File: config.mk
export PLATFORM = sky130hd
export DESIGN_NAME = adder_accumulator
export DESIGN_NICKNAME = d
export VERILOG_FILES = /design/src/rtl/adder_acc_pkg.sv /design/src/rtl/adder_accumulator.sv
export SDC_FILE = /design/constraint.sdc
export NUM_CORES = 1
export LEC_CHECK = 0
export ABC_AREA = 1
export ABC_CLOCK_PERIOD_IN_PS = 850
export CAP_MARGIN = 20
export CORE_ASPECT_RATIO = 0.8
export CORE_MARGIN = 1.5
export CORE_UTILIZATION = 29
export DETAILED_ROUTE_END_ITERATION = 8
export GPL_TIMING_DRIVEN = 0
export PLACE_DENSITY_LB_ADDON = 0.3
export SYNTH_ARGS = -nofsm -noshare
export SYNTH_HDL_FRONTEND = slang
export SYNTH_SLANG_ARGS = --single-unit
File: constraint.sdc
create_clock -name clk -period 0.85 [get_ports clk]
set_input_delay 0.085 -clock clk [delete_from_list [all_inputs] [get_ports clk]]
set_output_delay 0.085 -clock clk [all_outputs]
set_load 0.01 [all_outputs]
File: src/rtl/adder_acc_pkg.sv
// Shared types and constants for the adder_accumulator sequencer.
package adder_acc_pkg;

  typedef enum logic [1:0] {
    IDLE = 2'd0,
    SUM  = 2'd1,
    RESP = 2'd2
  } state_t;

  localparam int unsigned ACC_WIDTH_DEFAULT = 4;
  localparam logic [ACC_WIDTH_DEFAULT-1:0] ACC_ZERO = '0;

endpackage

File: src/rtl/adder_accumulator.sv
// Sequencer and state around an external combinational ripple adder.
// Optional clamp-on-overflow behaviour: define ADDER_ACC_SATURATE_EN.
module adder_accumulator
  import adder_acc_pkg::*;
#(
  parameter int WIDTH = 4
) (
  input  logic             clk,
  input  logic             rst_n,
  input  logic             in_valid,
  output logic             in_ready,
  input  logic             in_clear,
  input  logic [WIDTH-1:0] in_operand,
  input  logic             in_cin,
  output logic [WIDTH-1:0] add_a,
  output logic [WIDTH-1:0] add_b,
  output logic             add_cin,
  input  logic [WIDTH-1:0] add_sum,
  input  logic             add_cout,
  output logic [WIDTH-1:0] acc,
  output logic             carry_sticky,
  output logic             out_valid,
  input  logic             out_ready
);

  localparam logic [WIDTH-1:0] ACC_CLEAR = WIDTH'(ACC_ZERO);

  state_t           state_reg, state_next;
  logic [WIDTH-1:0] acc_reg, acc_next;
  logic [WIDTH-1:0] add_b_reg, add_b_next;
  logic             add_cin_reg, add_cin_next;
  logic             sticky_reg, sticky_next;
  logic [WIDTH-1:0] sum_value;

`ifdef ADDER_ACC_SATURATE_EN
  assign sum_value = add_cout ? {WIDTH{1'b1}} : add_sum;
`else
  assign sum_value = add_sum;
`endif

  always_ff @(posedge clk or negedge rst_n) begin
    if (!rst_n) begin
      state_reg   <= IDLE;
      acc_reg     <= ACC_CLEAR;
      add_b_reg   <= '0;
      add_cin_reg <= 1'b0;
      sticky_reg  <= 1'b0;
    end else begin
      state_reg   <= state_next;
      acc_reg     <= acc_next;
      add_b_reg   <= add_b_next;
      add_cin_reg <= add_cin_next;
      sticky_reg  <= sticky_next;
    end
  end

  always_comb begin
    state_next   = state_reg;
    acc_next     = acc_reg;
    add_b_next   = add_b_reg;
    add_cin_next = add_cin_reg;
    sticky_next  = sticky_reg;
    in_ready     = 1'b0;
    out_valid    = 1'b0;
    case (state_reg)
      IDLE: begin
        in_ready = 1'b1;
        if (in_valid) begin
          if (in_clear) begin
            acc_next    = ACC_CLEAR;
            sticky_next = 1'b0;
            state_next  = RESP;
          end else begin
            add_b_next   = in_operand;
            add_cin_next = in_cin;
            state_next   = SUM;
          end
        end
      end
      SUM: begin
        // The adder has had the whole cycle to settle on acc/add_b/add_cin.
        acc_next    = sum_value;
        sticky_next = sticky_reg | add_cout;
        state_next  = RESP;
      end
      RESP: begin
        out_valid = 1'b1;
        if (out_ready) state_next = IDLE;
      end
      default: state_next = IDLE;
    endcase
  end

  assign add_a        = acc_reg;
  assign add_b        = add_b_reg;
  assign add_cin      = add_cin_reg;
  assign acc          = acc_reg;
  assign carry_sticky = sticky_reg;

endmodule

==> results.tsv <==
metric	value	unit
status	complete, but fails checks	
failing checks	negative setup slack	
DIE AREA	2160	um^2
DR DRC count	0	
initial antenna violation count	0	
Port-buffer cells	30	
Worst-path clk slew	0.08	ns
min Tclk post-route	1.09	ns
Max Clock Freq	0.913	GHz
Final Setup Violations	28	
Clock Sink Count	12	
relative slew slack	63.0	%
n_diodes	0	
share of the synthesized area in the top cell type	54.9	%
Post-synth top flop	dfrtp_1	
actual slew at the worst max-slew pin	0.554	ns
global-route wire length before repair	2420	um
CP max FO	3	
drt via density	4.39	
chip height	41.8	um
Tcrit/Tclk final	129	%
WP data required	0.76	ns
Slew Viols, Final	0	
post-synth top area cell	dfrtp_1	
Setup crit start kind	flip-flop	
Area growth, synth to finish	80.8	%
# placed instances	111	
metal3 WL	71	um
Core Rows	13	
I/O pin count	31	
Async SR Flop Fraction	100	%
register area	302	um^2
Setup Skew	0.00956	ns
Synthesis Warnings	0	
Synth cell types	11	
total of max-cap violations	0	
vias in the first global route	525	
top sig layer	met4	
clk_lat worst skew	0.27	ns
fill count	170	
RD Place Congestion	0.685	
Mapped Nets	74	
Setup WS post-layout	-0.245	ns
starting density of the core	32.3	%
post-route insts no fill	123	
worst reg2reg setup slack	-0.23	ns
1st-iter DRT viols	6	
Mapped Area	547	um^2
WL met2	819	um
layout cells sized above 1	48.5	%
DRT Pass-1 Iters	4	
Pleak	0.516	nW
# nets final	118	
CTS tree	yes	
EDFF count, synth	0	
Crit Path Class	reg2out	
Synth Instances	59	
GRT Resource Usage Total	14.9	%
mean routed wirelength per cell	12.2	um
crit end category	output pin	
largest net degree at the start of global routing	13	
vias post-DR	540	
multi-input logic area	238	um^2
unrepaired setup endpoints after global routing	true	
Fin Hold WS	0.167	ns
Die X	51.5	um
Fin. Hold Viols	0	
register area share after synthesis	54.9	%
Worst IR Drop VDD	1.34	mV
post-detailed-route count of antenna-violating nets	0	
cts bufs inserted	3	
Power Dens Cells	2370	nW/um^2
Syn Area/Cell	9.27	um^2
crit path DAT	1.01	ns
Commonest cells post-synth	20 x nand2_1, 12 x dfrtp_1, 11 x nand3_1	
grt total ovfl	0	
CTS root buffer	clkbuf_4	
dpl hpwl	1020	um
top cells by area, synth	dfrtp_1 55%, nand2_1 14%, nand3_1 10%	
Clock Path Buffers	2	
H-tree level count	1	
Post-Route M1 WL	598	um
total core area	1690	um^2
Yosys reg bits	12	
wirelength, routed	1500	um
Hold Crit Class	in2async	
most common cell in the netlist	nand2_1	
[logic make-up (layout without fill, tap and decap cells)]
family                 after synthesis  after routing  synth area share, %
flip-flops                          12             12                 54.9
AO/OA/AOI/OAI                        1              1                 1.60
AND/OR/NAND/NOR                     37             37                 34.6
buffers and inverters                9             51                 8.93
[report_power, final]
part	internal (W)	switching, W	leakage [nW]
clock network	0.000164	0.000178	0.0138
registers	0.000729	0.000120	0.153
logic	0.000643	0.000505	0.349
[layout by cell type, fill, tap and decap left out]
cell and count:
nand2_1 14, dfrtp_2 1, nand2_2 6, buf_4 7, clkbuf_4 3, nand2_8 2, inv_4 1, nor2_4 3
inv_2 2, clkdlybuf4s50_1 14, inv_1 2, buf_6 12, nand3_1 11, dfrtp_1 11, buf_2 10, nand3_2 1
o21ai_2 1
[cell type report]
| type | instances | area share (%) |
|---|---|---|
| Inverter | 5 | 2.15 |
| Tap cell | 22 | 2.78 |
| Sequential cell | 12 | 30.5 |
| Multi-Input combinational cell | 38 | 24.1 |
| Timing Repair Buffer | 39 | 33.7 |
| Clock buffer | 3 | 2.28 |
| Buffer | 4 | 4.56 |
[worst paths after layout]
kind / start / end / depth (start not counted)
min: rst_n / add_b[2] / 1
max reg2reg: state_reg[1] / add_cin / 6
min reg2reg: add_b[2] / add_b[2] / 2
min in group clk: add_sum[1] / acc[1] / 3
max in group asynchronous: rst_n / state_reg[0] / 1
max: state_reg[1] / out_valid / 3
[worst max-delay path: stages, from the launching register on]
cell     delay, ns
dfrtp_1       0.40
inv_2         0.15
nor2_4        0.06
buf_2         0.13
[timing repair]
action | 4_1_cts | 5_1_grt
hold buffers | 0 | 0
gates resized for setup | 76 | 12
hold endpoints to repair | 0 | 0
pin swaps | 3 | 1
setup buffers | 6 | 3
endpoints found under the setup margin | 27 | 28
[routing by layer]
| layer | global-route usage (%) | vias up |
|---|---|---|
| met3 | 4.32 | 2 |
| li1 | - | 268 |
| met2 | 26.2 | 13 |
| met4 | 3.16 | 0 |
| met1 | 17.9 | 257 |
| met5 | 0 | - |
[per-stage QoR]
step	instance area, um^2	TNS, ns	setup slack [ns]	power (W)	util [%]
CTS	930	-3.32	-0.240	0.00220	55.0
global route	988	-4.78	-0.297	0.00250	58.4
floorplan	547	-0.397	-0.0784	0.00124	-
finish	988	-3.25	-0.245	0.00234	58.4
global placement	875	-5.64	-0.432	0.00178	51.7
detailed placement	875	-6.11	-0.438	0.00181	51.7
(Power assumes the default switching activity.)
